==> src/rtl/vga_frame_reader_if.sv <==
// vga_frame_reader_if: frame-buffer read port plus VGA pin bundle of the frame reader.
interface vga_frame_reader_if #(
    parameter int c_nb_img_pxls = 13,
    parameter int c_nb_buf      = 12
);
    logic [c_nb_img_pxls-1:0] frame_addr;
    logic [c_nb_buf-1:0]      frame_pxl;
    logic                     vga_hsync;
    logic                     vga_vsync;
    logic [3:0]               vga_red;
    logic [3:0]               vga_green;
    logic [3:0]               vga_blue;
    logic                     visible;
    logic                     end_frame;
    modport master (
        output frame_addr, vga_hsync, vga_vsync, vga_red, vga_green, vga_blue, visible, end_frame,
        input  frame_pxl
    );
    modport slave (
        input  frame_addr, vga_hsync, vga_vsync, vga_red, vga_green, vga_blue, visible, end_frame,
        output frame_pxl
    );
endinterface

==> src/rtl/vga_frame_reader.sv <==
// vga_frame_reader: 640x480@60 VGA timing that reads an 8x-upscaled image from a sync buffer.
// Define VGA_BORDER_EN to paint a white one-pixel border around the active area.
module vga_frame_reader #(
    parameter int c_img_cols    = 80,
    parameter int c_img_rows    = 60,
    parameter int c_nb_img_pxls = 13,
    parameter int c_nb_buf      = 12
) (
    input  logic                clk,
    input  logic                rst,
    vga_frame_reader_if.master  bus
);
    localparam logic [9:0] h_act = 10'(c_img_cols * 8);
    localparam logic [9:0] v_act = 10'(c_img_rows * 8);
    logic [9:0]               hcnt, vcnt;
    logic [c_nb_img_pxls-1:0] line_base;
    logic                     h_last, f_last, active, hs_raw, vs_raw;
    logic                     act1, hs1, vs1;
    logic [11:0]              pix;
    assign h_last = hcnt == 10'd799;
    assign f_last = h_last && vcnt == 10'd524;
    assign active = hcnt < h_act && vcnt < v_act;
    assign hs_raw = !(hcnt >= 10'd656 && hcnt <= 10'd751);
    assign vs_raw = !(vcnt >= 10'd490 && vcnt <= 10'd491);
    // line_base tracks (vcnt>>3)*cols incrementally, so no multiplier is needed
    assign bus.frame_addr = active ? line_base + c_nb_img_pxls'(hcnt[9:3]) : '0;
    always_ff @(posedge clk) begin
        if (rst) begin
            hcnt      <= '0;
            vcnt      <= '0;
            line_base <= '0;
        end else begin
            hcnt <= h_last ? '0 : hcnt + 10'd1;
            if (h_last) begin
                vcnt      <= vcnt == 10'd524 ? '0 : vcnt + 10'd1;
                line_base <= f_last ? '0 :
                             (vcnt < v_act && vcnt[2:0] == 3'd7) ? line_base + c_nb_img_pxls'(c_img_cols) :
                             line_base;
            end
        end
    end
`ifdef VGA_BORDER_EN
    logic border, brd1;
    assign border = active && (hcnt == 10'd0 || hcnt == h_act - 10'd1 || vcnt == 10'd0 || vcnt == v_act - 10'd1);
    always_ff @(posedge clk) brd1 <= rst ? 1'b0 : border;
    assign pix = !act1 ? 12'h000 : brd1 ? 12'hfff : bus.frame_pxl[11:0];
`else
    assign pix = act1 ? bus.frame_pxl[11:0] : 12'h000;
`endif
    // stage 1 lines up with frame_pxl, stage 2 drives the pins
    always_ff @(posedge clk) begin
        if (rst) begin
            act1          <= 1'b0;
            hs1           <= 1'b1;
            vs1           <= 1'b1;
            bus.vga_hsync <= 1'b1;
            bus.vga_vsync <= 1'b1;
            bus.vga_red   <= '0;
            bus.vga_green <= '0;
            bus.vga_blue  <= '0;
            bus.visible   <= 1'b0;
            bus.end_frame <= 1'b0;
        end else begin
            act1          <= active;
            hs1           <= hs_raw;
            vs1           <= vs_raw;
            bus.vga_hsync <= hs1;
            bus.vga_vsync <= vs1;
            bus.vga_red   <= pix[11:8];
            bus.vga_green <= pix[7:4];
            bus.vga_blue  <= pix[3:0];
            bus.visible   <= act1;
            bus.end_frame <= f_last;
        end
    end
endmodule
==> src/flat_wrapper.sv <==
// flat-port wrapper written by rule: the top's interface ports become plain ports
module vga_frame_reader_flat 
#(
    parameter int c_img_cols    = 80,
    parameter int c_img_rows    = 60,
    parameter int c_nb_img_pxls = 13,
    parameter int c_nb_buf      = 12
)
  (clk, rst, bus_frame_addr, bus_vga_hsync, bus_vga_vsync, bus_vga_red, bus_vga_green, bus_vga_blue, bus_visible, bus_end_frame, bus_frame_pxl);
  vga_frame_reader_if #(.c_nb_img_pxls(c_nb_img_pxls), .c_nb_buf(c_nb_buf)) bus_i ();
  input  logic clk;
  input  logic rst;
  output wire logic [$bits(bus_i.frame_addr)-1:0] bus_frame_addr;
  output wire logic [$bits(bus_i.vga_hsync)-1:0] bus_vga_hsync;
  output wire logic [$bits(bus_i.vga_vsync)-1:0] bus_vga_vsync;
  output wire logic [$bits(bus_i.vga_red)-1:0] bus_vga_red;
  output wire logic [$bits(bus_i.vga_green)-1:0] bus_vga_green;
  output wire logic [$bits(bus_i.vga_blue)-1:0] bus_vga_blue;
  output wire logic [$bits(bus_i.visible)-1:0] bus_visible;
  output wire logic [$bits(bus_i.end_frame)-1:0] bus_end_frame;
  input wire logic [$bits(bus_i.frame_pxl)-1:0] bus_frame_pxl;
  assign bus_frame_addr = bus_i.frame_addr;
  assign bus_vga_hsync = bus_i.vga_hsync;
  assign bus_vga_vsync = bus_i.vga_vsync;
  assign bus_vga_red = bus_i.vga_red;
  assign bus_vga_green = bus_i.vga_green;
  assign bus_vga_blue = bus_i.vga_blue;
  assign bus_visible = bus_i.visible;
  assign bus_end_frame = bus_i.end_frame;
  assign bus_i.frame_pxl = bus_frame_pxl;
  vga_frame_reader #(.c_img_cols(c_img_cols), .c_img_rows(c_img_rows), .c_nb_img_pxls(c_nb_img_pxls), .c_nb_buf(c_nb_buf)) u_core (.clk(clk), .rst(rst), .bus(bus_i));
endmodule
==> config.mk <==
export PLATFORM = sky130hd
export DESIGN_NAME = vga_frame_reader_flat
export DESIGN_NICKNAME = d
export VERILOG_FILES = /design/src/rtl/vga_frame_reader_if.sv /design/src/rtl/vga_frame_reader.sv /design/src/flat_wrapper.sv
export SDC_FILE = /design/constraint.sdc
export NUM_CORES = 1
export LEC_CHECK = 0
export BUFFER_PORTS_ARGS = -buffer_cell sky130_fd_sc_hd__buf_2
export CAP_MARGIN = 20
export CORE_UTILIZATION = 45
export CTS_CLUSTER_DIAMETER = 40
export DETAILED_ROUTE_END_ITERATION = 10
export GPL_TIMING_DRIVEN = 0
export PLACE_DENSITY = 0.67
export SETUP_SLACK_MARGIN = 0.5
export SLEW_MARGIN = 15
export SYNTH_ARGS = -nofsm -noshare
export SYNTH_HDL_FRONTEND = slang
export SYNTH_SLANG_ARGS = --single-unit
==> constraint.sdc <==
create_clock -name clk -period 4.1 [get_ports clk]
set_input_delay 0 -clock clk [delete_from_list [all_inputs] [get_ports clk]]
set_output_delay 0 -clock clk [all_outputs]
set_load 0.02 [all_outputs]
; After elaboration in Yosys (flattened, before gate mapping)
; Index checks and enable logic that the tools add are counted.
[totals]
ff_bits = 52
output_inout_bits = 29
inputBits = 14
word_cells = 42
[classes]
reduce_logical = 11
order_cmp = 6
n_bitwise = 1
n_mux = 4
add_sub_neg = 4
n_eq_ne = 3
[ops]
columns = op, n
row1 = 13-bit two-way mux, 3
row2 = 10-bit by 1-bit adder with 10-bit output (second input constant), 2
row3 = 10-bit == test (second input constant), 2
row4 = 13-bit by 7-bit adder with 13-bit output, 1
row5 = 13-bit by 7-bit adder with 13-bit output (second input constant), 1
row6 = 10-bit >= comparator (second input constant), 1
row7 = 10-bit by 9-bit >= comparator with 1-bit output (second input constant), 1
row8 = 10-bit less-or-equal comparator (second input constant), 1
row9 = 10-bit by 9-bit less-or-equal comparator with 1-bit output (second input constant), 1
row10 = 10-bit < comparator (second input constant), 1
row11 = 10-bit by 9-bit < comparator with 1-bit output (second input constant), 1
row12 = 10-bit two-way mux, 1
row13 = 1-bit logical AND, 5
row14 = 2-bit OR reduction, 2
row15 = 3-bit == test (second input constant), 1
row16 = 1-bit zero test, 2
row17 = 2-bit AND reduction, 1
row18 = 2-bit nonzero test, 1
row19 = 1-bit NOT, 1

; Logic depth before layout (Yosys ltp)
; Gate-level depths: netlist (run 1).
[depth]
word_depth = 4
ltp_mapped = 8
mapped_depth_nobuf = 6

; Least setup slack after synthesis (run 1)
; Ideal clock, no wire load.
[synth_timing]
path_kind = register -> register
from = register u_core.hcnt[0]
to = register u_core.line_base[12]
n_path_buf = 1
setup_ps = 74
arrival_ps = 1860
path_stages_with_launch = 7
required_ps = 4026
path_slack_ps = 2165
period_less_slack_ps = 1935
path_cell_list = dfxtp_1 -> ha_1 -> nand4_1 -> or3_1 -> buf_2 -> or4b_1 -> a31oi_1
[synth_between]
elab_chain_len = 4
elab_cells_between_ends = 5
cone_classes = eq/ne (1) / mux (1) / reduce/logical (3)
[synth_lines]
columns = item, line
row1 = "start, declared", vga_frame_reader.sv:15  ; logic [9:0] hcnt, vcnt;
row2 = "start signal, assigned", vga_frame_reader.sv:33  ; hcnt <= h_last ? '0 : hcnt + 10'd1;
row3 = 10-bit == test *, vga_frame_reader.sv:20  ; assign h_last = hcnt == 10'd799;
row4 = 1-bit logical AND, vga_frame_reader.sv:21  ; assign f_last = h_last && vcnt == 10'd524;
row5 = 2-bit nonzero test (no line), n/a
row6 = 2-bit AND reduction (no line), n/a
row7 = "end signal, assigned", vga_frame_reader.sv:36  ; line_base <= f_last ? '0 :
row8 = "end, declared", vga_frame_reader.sv:16  ; logic [c_nb_img_pxls-1:0] line_base;
; Mark *: on every way between the ends. The rest lies on a longest branch, timed or not.
; A chain may end at the register's enable or synchronous reset.

; Worst setup path after layout (run 1)
[layout_timing]
from = register u_core.hcnt[0]
to = register u_core.vcnt[2]
[layout_between]
elab_chain_len = 1
[layout_lines]
columns = item, line
row1 = 10-bit == test, vga_frame_reader.sv:20
row2 = "end signal, assigned", vga_frame_reader.sv:35  ; vcnt <= vcnt == 10'd524 ? '0 : vcnt + 10'd1;
row3 = "end, declared", vga_frame_reader.sv:15
; No other way between the ends.

==> results.toml, run 1 <==
[logic_synthesis]
yosys-top-cells-area = "dfxtp_1 (42%), ha_1 (5.4%), a21oi_1 (4.1%)"
yosysMostFrequentCell = "dfxtp_1"
async_flop_share_pct = 0
synth_edf_count = 0
synthesis.nets = 293
synth.ff_latch_count = 48
ys_warn_count = 0
synth_top_family_by_area = "simple AND/OR/NAND/NOR gates"
synth-xor-area-share_pct = 6.05
synth_common_cells = "dfxtp_1 (48), nor2_1 (22), a21oi_1 (19), o21ai_0 (15), and2_1 (13)"
yosys.area_share.adder_pct = 5.41
netlist_area_sq_um = 2310
ys_seq_area_share_pct = 41.5
yosys.area.top_type = "dfxtp_1"
yosys.cell_types.count = 44
synth_ff_type = "dfxtp_1"
syn_inst = 269
synth_mux_area_share_pct = 0.432
synth_simple_gate_area_share_pct = 28.9
synth_compound_area_share_pct = 12.9
postSynthAreaPerCell_sq_um = 8.60
synth_top_cell_area_share_pct = 41.5

[drt]
avgRoutedWirePerCell_microns = 12.8
ant_nets = 0
wl_microns = 5050
vias = 2053
drc = 0
via_per_inst = 5.18
drtIter0Drc = 105
first_pass_iters = 4

[clocking]
ctsHoldBuffers = 12
clock_sinks = 48
root_buffer = "clkbuf_8"
post_cts_buffers = 0
htreeDepth = 2
cts_buffers = 5
clkTransAtPathRegs_ns = 0.08
clk_path_buf_depth = 2
postCtsResizedCells = 0
cts_tree = "built"
clk_latency_ns = 0.30

[critical_path]
crit_type = "flip-flop to flip-flop"
critical_path.max_fanout = 10
reg2reg_to = "u_core.vcnt[2]$_SDFFE_PP0P_"
rr_startpoint = "u_core.hcnt[0]$_SDFF_PP0_"
critical_path_required_ns = 4.33
start_kind = "flip-flop"
rrSetupSlack_ns = 1.81
end_kind = "flip-flop"
ff2ff_path_depth = 6
cp.arrival_ns = 2.52

[min_path]
whs_path_depth = 2
min_to = "u_core.bus.vga_hsync$_SDFF_PP1_"
min_path_type = "input port to flip-flop"
min_from = "rst"

[placed_design]
hpwl_microns = 3620
numPortBuffers = 41
place_congestion = 0.833
placed_area_sq_um = 2600

[final_layout]
fin_nets = 353
drive_gt1_share_pct = 17.3
design_area_sq_um = 2810
area_growth_pct = 21.2
n_antenna_cell = 0

[die]
initial_core_util_pct = 47.7
die_area_sq_um = 5430
die_h_microns = 73.7
placementRows = 25
ioPinCount = 43
core_area_sq_um = 4850
die_w_microns = 73.7

[power]
leakagePower_nw = 1.11
cell_internal_pwr_uw = 617
combinationalPowerShare_pct = 6.8
seq_power_share_pct = 59.9
power_density_nw_per_um2 = 287
switching_share_pct = 23.4
clkPwrFrac_pct = 33.3
peakVddDrop_mv = 0.164
p_switching_uw = 188

[global_routing]
grt_first_pass_wirelength_microns = 8310
grt_usage_pct = 20.2
grt_max_degree = 15
grt_remaining_overflow = 0
grt_antenna_before_repair = 0
grt_pass1_vias = 1743

[timing]
hold_viol = 0
fin_crit_sh_pct = 55.8
relSlewSlack_pct = 61.0
min_period_ns = 2.29
finalClockSkew_ns = 0.00555
rsz0062_at_grt = "no"
setup_violations = 0
worst_pin_slew_ns = 0.581
drv_slew = 0
fmax_ghz = 0.437
fin_setup_tns_ns = 0

[flow_run]
drv_cap = 0

[run_status]
status = "complete, no violations"
## cells by family after synthesis
family	Yosys count
buffers and inverters	26
other	1
muxes	1
adders and majority gates	10
and+or+nand+nor	117
AOI/OAI and AO/OA	50
xor gates and xnor gates	16
DFF	48
## power groups by stage
stage / sequential (mW) / clock (mW) / combinational [mW]
detailed placement: 0.493 / 0 / 0.0462
floorplan: 0.499 / 0 / 0.0220
global placement: 0.493 / 0 / 0.0456
CTS: 0.482 / 0.281 / 0.0552
finish: 0.482 / 0.268 / 0.0546
global route: 0.484 / 0.297 / 0.0609
## layer usage
metal,up-vias,global-route usage [%],share of wire (%)
met5,-,0,0
met4,0,7.26,1.4
met3,6,3.29,2.3
met2,27,32.2,46
met1,941,27.5,50
li1,1079,-,-
## worst max-delay path by stage
stage                                    from                                 to  slack, ns  cells past startpoint
floorplan           u_core.hcnt[0]$_SDFF_PP0_  u_core.line_base[12]$_SDFFE_PP0P_       2.17                      6
global placement    u_core.hcnt[0]$_SDFF_PP0_        u_core.vcnt[2]$_SDFFE_PP0P_       1.85                      6
detailed placement  u_core.hcnt[0]$_SDFF_PP0_        u_core.vcnt[2]$_SDFFE_PP0P_       1.83                      6
CTS                 u_core.hcnt[0]$_SDFF_PP0_        u_core.vcnt[2]$_SDFFE_PP0P_       1.80                      6
global route        u_core.hcnt[0]$_SDFF_PP0_        u_core.vcnt[1]$_SDFFE_PP0P_       1.57                      6
finish              u_core.hcnt[0]$_SDFF_PP0_        u_core.vcnt[2]$_SDFFE_PP0P_       1.81                      6
## flip-flops by register name, summed over array words and instances, names as in the netlist, 4 cells and up
signal / cells
u_core.bus.vga_blue: 4
u_core.bus.vga_green: 4
u_core.bus.vga_red: 4
u_core.hcnt: 10
u_core.line_base: 9
u_core.vcnt: 10
## placed cells by master (no fill, tap or decap), types with 6 or more instances in the layout
cell type	n
nor2_1	22
o21ai_0	15
clkbuf_1	10
inv_1	12
and2_1	13
or3_1	9
xor2_1	6
nand4_1	10
nor3_1	11
xnor2_1	10
dlygate4sd3_1	12
nand2_1	9
dfxtp_1	48
ha_1	10
buf_2	44
a21oi_1	19
nand3_1	12
## layout make-up
cell class                 count  area, sq um
fill                         455         2040
multi-input combinational    195         1240
sequential                    48          961
timing repair buffer          53          325
tap                           67         83.8
clock buffer                   5         68.8
buffer                        14         63.8
inverter                      12         45.0
clock inverter                 2         12.5
## worst max-delay path, cell delays in order (launching register included)
cell,delay (ns)
dfxtp_1,0.39
ha_1,0.23
nand4_1,0.27
nor3_2,0.53
clkbuf_1,0.50
nand3_1,0.14
a21oi_1,0.16
## metrics by stage
step	worst slack (ns)	util, %	hold slack (ns)	cells	total power [mW]
CTS	1.80	57.9	0.214	396	0.818
global placement	1.85	53.7	0.198	377	0.539
finish	1.81	57.9	0.212	396	0.805
floorplan	2.17	-	0.122	269	0.521
global route	1.57	57.9	0.232	396	0.842
detailed placement	1.83	53.7	0.203	377	0.539
Note: power is estimated with default switching activity, not from simulation.
==> run 2: changes to the inputs <==
clock period = 2.3 ns   (was 4.1 ns; I/O delays follow)
==> results.toml, run 2 (synthesis results as in run 1) <==
[run_status]
status = "complete, no violations"

[clocking]
cts_tree = "built"
clock_sinks = 48
cts_buffers = 5
root_buffer = "clkbuf_8"
clk_latency_ns = 0.30
clkTransAtPathRegs_ns = 0.09
clk_path_buf_depth = 2
htreeDepth = 2

[timing]
fin_setup_tns_ns = 0
fmax_ghz = 0.520
setup_violations = 0
min_period_ns = 1.92
finalClockSkew_ns = 0.0117
worst_pin_slew_ns = 0.519
rsz0062_at_grt = "yes"
drv_slew = 0
setup_ws_ns = 0.378
whs_ns = 0.188
fin_crit_sh_pct = 83.6
hold_viol = 0
relSlewSlack_pct = 65.4

[critical_path]
start_kind = "flip-flop"
rr_startpoint = "u_core.hcnt[6]$_SDFF_PP0_"
cpMaxStageDelayCell = "dfxtp_4"
crit_type = "flip-flop to primary output"
reg2reg_to = "u_core.line_base[12]$_SDFFE_PP0P_"
cpPeakStageDelay_ns = 0.37
startpoint = "u_core.line_base[5]$_SDFFE_PP0P_"
cp.arrival_ns = 1.92
ff2ff_path_depth = 7
rrSetupSlack_ns = 0.39
critical_path_required_ns = 2.30
cp.depth = 6
crit_buf_inv = 1
cp_cell_sequence = "ha_4 -> nor3_2 -> a211o_1 -> or3_1 -> a21oi_2 -> buf_6"
critical_path.max_fanout = 5
end_kind = "primary output"
critPathTopFamily = "compound AO/OA/AOI/OAI gates"

[final_layout]
area_growth_pct = 43.9
final_cell_mix = "buf_2 (37), dfxtp_1 (34), buf_4 (24), nor2_1 (20)"
fin_nets = 378
n_antenna_cell = 0
fin_cells = 422
drive_gt1_share_pct = 35.5
layout_commonest_cell = "buf_2"
largest_registers = "u_core.hcnt: 10 flops, u_core.vcnt: 10 flops, u_core.line_base: 9 flops"

[drt]
wl_microns = 5930
avgRoutedWirePerCell_microns = 14.0
drtIter0Drc = 170
vias = 2261
drc = 0
ant_nets = 0
first_pass_iters = 4
via_per_inst = 5.36

[die]
die_h_microns = 73.7
ioPinCount = 43
die_w_microns = 73.7
core_area_sq_um = 4850
placementRows = 25
initial_core_util_pct = 47.7
die_area_sq_um = 5430

[global_routing]
grt_first_pass_wirelength_microns = 9160
grt_antenna_before_repair = 0
grt_remaining_overflow = 0
grt_pass1_vias = 1979
grt_usage_pct = 21.8
grt_max_degree = 16

[min_path]
min_path_type = "input port to flip-flop"
min_to = "u_core.bus.vga_hsync$_SDFF_PP1_"
whs_path_depth = 2
min_from = "rst"

[power]
peakVddDrop_mv = 0.421
power_density_nw_per_um2 = 484
switching_share_pct = 22.4
p_switching_uw = 361
combinationalPowerShare_pct = 6.7
cell_internal_pwr_mw = 1.25
seq_power_share_pct = 53.1
clkPwrFrac_pct = 40.2
leakagePower_nw = 1.30

[placed_design]
place_ws_ns = 0.0975
hpwl_microns = 3720
dp.cells = 377
numPortBuffers = 41
place_congestion = 0.782

[flow_run]
drv_cap = 0
## run 2: cell count changes in the layout (fill, tap and decap cells not counted), moves of 3 or more
| cell | before | now |
|---|---|---|
| a21oi_2 | 0 | 7 |
| dfxtp_1 | 48 | 34 |
| nor4_1 | 3 | 0 |
| buf_6 | 1 | 9 |
| ha_1 | 10 | 5 |
| dfxtp_2 | 0 | 6 |
| clkbuf_1 | 10 | 5 |
| buf_4 | 0 | 24 |
| ha_4 | 0 | 4 |
| buf_12 | 0 | 3 |
| buf_2 | 44 | 37 |
| dfxtp_4 | 0 | 8 |
| a21oi_1 | 19 | 12 |
## run 2: how the worst max path moves through the flow
stage                                        endpoint
floorplan           u_core.line_base[12]$_SDFFE_PP0P_
global placement          u_core.vcnt[2]$_SDFFE_PP0P_
global route                        bus_frame_addr[8]
CTS                 u_core.line_base[12]$_SDFFE_PP0P_
detailed placement        u_core.vcnt[1]$_SDFFE_PP0P_
finish                              bus_frame_addr[8]
## run 2: through the flow
| stage | instance area [sq um] | utilization [%] | power, mW |
|---|---|---|---|
| 3_5_place_dp | 2630 | 54.1 | 0.966 |
| 6_report | 3330 | 68.7 | 1.61 |
| 4_1_cts | 3140 | 64.7 | 1.61 |
| 2_1_floorplan | 2340 | - | 0.932 |
| 3_3_place_gp | 2630 | 54.1 | 0.963 |
| 5_1_grt | 3330 | 68.7 | 1.68 |
## run 2: repair_timing
| action | 4_1_cts | 5_1_grt |
|---|---|---|
| endpoints found under the hold margin | 12 | 0 |
| pin swaps | 19 | 14 |
| gates resized for setup | 34 | 42 |
| buffers inserted | 19 | 6 |
| endpoints found under the setup margin | 40 | 33 |
| hold buffers | 12 | 0 |
## run 2: power by group through the flow
stage	clock [mW]	combinational, mW	sequential, mW
finish	0.647	0.108	0.856
global route	0.699	0.119	0.859
CTS	0.658	0.100	0.857
detailed placement	0	0.0831	0.882
global placement	0	0.0815	0.881
floorplan	0	0.0399	0.892
## run 2: routing by layer
metal,vias to the layer above,wire (microns),global-route usage (%)
met2,48,2900,35.6
met4,0,56,7.48
li1,1125,-,-
met3,4,220,4.39
met5,-,0,0
met1,1084,2750,28.7
## run 2: final cells by class
type | instances | area [sq um]
tap | 67 | 83.8
timing repair buffer | 78 | 586
multi-input combinational | 195 | 1410
fill | 367 | 1520
buffer | 14 | 90.1
sequential | 48 | 998
clock buffer | 6 | 82.6
clock inverter | 2 | 38.8
inverter | 12 | 45.0
==> run 3: changes to the inputs <==
ABC_AREA = 1   (was unset)
PLACE_DENSITY = 0.69   (was 0.67)
clock period = 1.6 ns   (was 2.3 ns; I/O delays follow)
==> results.toml, run 3 <==
[clocking]
clock_sinks = 48
clkTransAtPathRegs_ns = 0.11
htreeDepth = 2
clk_latency_ns = 0.32
root_buffer = "clkbuf_8"
cts_tree = "built"
clk_path_buf_depth = 2
cts_buffers = 5

[timing]
fin_crit_sh_pct = 105
finalClockSkew_ns = 0.0204
hold_viol = 0
fin_setup_tns_ns = -0.305
fmax_ghz = 0.595
setup_violations = 7
rsz0062_at_grt = "yes"
min_period_ns = 1.68
setup_ws_ns = -0.0796
drv_slew = 0

[die]
die_area_sq_um = 6090
die_w_microns = 78.0
core_area_sq_um = 5540
placementRows = 27
initial_core_util_pct = 47.0
die_h_microns = 78.0
ioPinCount = 43

[logic_synthesis]
synth.ff_latch_count = 48
synth_top_cell_area_share_pct = 36.9
synth_ff_type = "dfxtp_1"
yosysMostFrequentCell = "nand2_1"
yosys.area.top_type = "dfxtp_1"
postSynthAreaPerCell_sq_um = 6.83
yosys-top-cells-area = "dfxtp_1 (37%), nand2_1 (14%), nor2_1 (8.9%)"
ys_seq_area_share_pct = 36.9
ys_warn_count = 0
netlist_area_sq_um = 2600
synth_edf_count = 0
yosys.cell_types.count = 32
async_flop_share_pct = 0
syn_inst = 381
synth_common_cells = "nand2_1 (95), nor2_1 (62), inv_1 (54), dfxtp_1 (48), a21oi_1 (21)"
synthesis.nets = 405

[drt]
via_per_inst = 5.11
vias = 2887
avgRoutedWirePerCell_microns = 14.9
first_pass_iters = 4
wl_microns = 8430
drc = 0
drtIter0Drc = 131
ant_nets = 0

[final_layout]
design_area_sq_um = 4580
final_cell_mix = "nand2_1 (56), inv_1 (44), buf_2 (32), buf_6 (32), nor2_1 (31)"
fin_nets = 516
largest_registers = "u_core.hcnt: 10 flops, u_core.vcnt: 10 flops, u_core.line_base: 9 flops"
drive_gt1_share_pct = 57.8
n_antenna_cell = 0
area_growth_pct = 76.0
layout_commonest_cell = "nand2_1"

[placed_design]
hpwl_microns = 4080
numPortBuffers = 41
place_congestion = 0.810
placed_area_sq_um = 3180

[critical_path]
end_kind = "primary output"
rrSetupSlack_ns = 0.09
cp.arrival_ns = 1.68
critical_path_required_ns = 1.60
critical_path.max_fanout = 4
crit_type = "flip-flop to primary output"
start_kind = "flip-flop"

[global_routing]
grt_antenna_before_repair = 0
grt_pass1_vias = 2795
grt_usage_pct = 26.0
grt_max_degree = 17
grt_first_pass_wirelength_microns = 12600
grt_remaining_overflow = 0

[run_status]
status = "complete, but fails checks"
violations = "negative setup slack"

[flow_run]
drv_cap = 0

[power]
peakVddDrop_mv = 0.372
power_density_nw_per_um2 = 511
power_mw = 2.34
leakagePower_nw = 2.13

[min_path]
min_path_type = "input port to flip-flop"
[run 3: cell count changes after synthesis, moves of 9 or more]
cell / change
inv_2: +9
or3_1: -9
inv_1: +42
nand2_1: +86
xnor2_1: -9
and2_1: -13
o21ai_0: -12
clkbuf_1: -10
nor2_1: +40
[run 3: path summary, 6_finish.rpt]
kind,from,to,cells after the start
max,u_core.hcnt[8]$_SDFF_PP0_,bus_frame_addr[9],8
min,rst,u_core.act1$_SDFF_PP0_,2
max reg2reg,u_core.hcnt[0]$_SDFF_PP0_,u_core.line_base[8]$_SDFFE_PP0P_,10
min reg2reg,u_core.hs1$_SDFF_PP1_,u_core.bus.vga_hsync$_SDFF_PP1_,1
[run 3: cell type report]
| type | count | area, sq um |
|---|---|---|
| sequential | 48 | 1000 |
| timing repair buffer | 104 | 956 |
| clock buffer | 5 | 68.8 |
| multi-input combinational | 264 | 2090 |
| buffer | 6 | 65.1 |
| fill | 324 | 962 |
| inverter | 63 | 262 |
| clock inverter | 3 | 46.3 |
| tap | 72 | 90.1 |
[run 3: logic make-up after synthesis]
group | share of synthesized area (%)
AND/OR/NAND/NOR | 39.2
buffers and inverters | 10.6
flip-flops | 36.9
AO/OA/AOI/OAI | 7.02
adder cells (fa/ha/maj) | 4.81
XOR/XNOR | 1.35
other | 0.144
[run 3: metrics by stage]
| stage | hold WS (ns) | utilization (%) | instances | setup slack, ns |
|---|---|---|---|---|
| after floorplan | 0.112 | - | 381 | 0.313 |
| after global placement | 0.215 | 57.4 | 494 | 0.125 |
| after detailed placement | 0.218 | 57.4 | 494 | 0.107 |
| after CTS | 0.00368 | 75.9 | 553 | -0.0789 |
| after global routing | 0.0284 | 82.6 | 565 | -0.157 |
| final | 0.0289 | 82.6 | 565 | -0.0796 |
[run 3: critical path, stage by stage (launching register included)]
cell	delay (ns)
dfxtp_4	0.37
ha_4	0.28
nand2_4	0.05
nand2_4	0.07
nand3_4	0.10
nand2_4	0.12
a21oi_2	0.09
nor3_4	0.14
buf_6	0.14
[run 3: what timing repair did]
action                                  4_1_cts  5_1_grt
cloned                                        3        0
hold endpoints to repair                     12        0
hold buffers                                 12        0
resized for setup                           126       75
setup buffers                                36       12
endpoints found under the setup margin       44       45
pin swaps                                    35       28
[run 3: per-layer routing]
metal | vias to the layer above | GRT usage [%] | wire [microns]
li1 | 1396 | - | -
met1 | 1370 | 28.8 | 3300
met2 | 108 | 50.4 | 4530
met3 | 13 | 3.95 | 462
met4 | 0 | 7.96 | 129
met5 | - | 0 | 0
[run 3: report_power, final]
part | leakage [nW] | total (mW) | switching [mW] | internal, mW
Combinational | 1.67 | 0.189 | 0.102 | 0.0868
Sequential | 0.401 | 1.21 | 0.0100 | 1.20
Clock | 0.0548 | 0.939 | 0.467 | 0.472
Total | 2.13 | 2.34 | 0.579 | 1.76
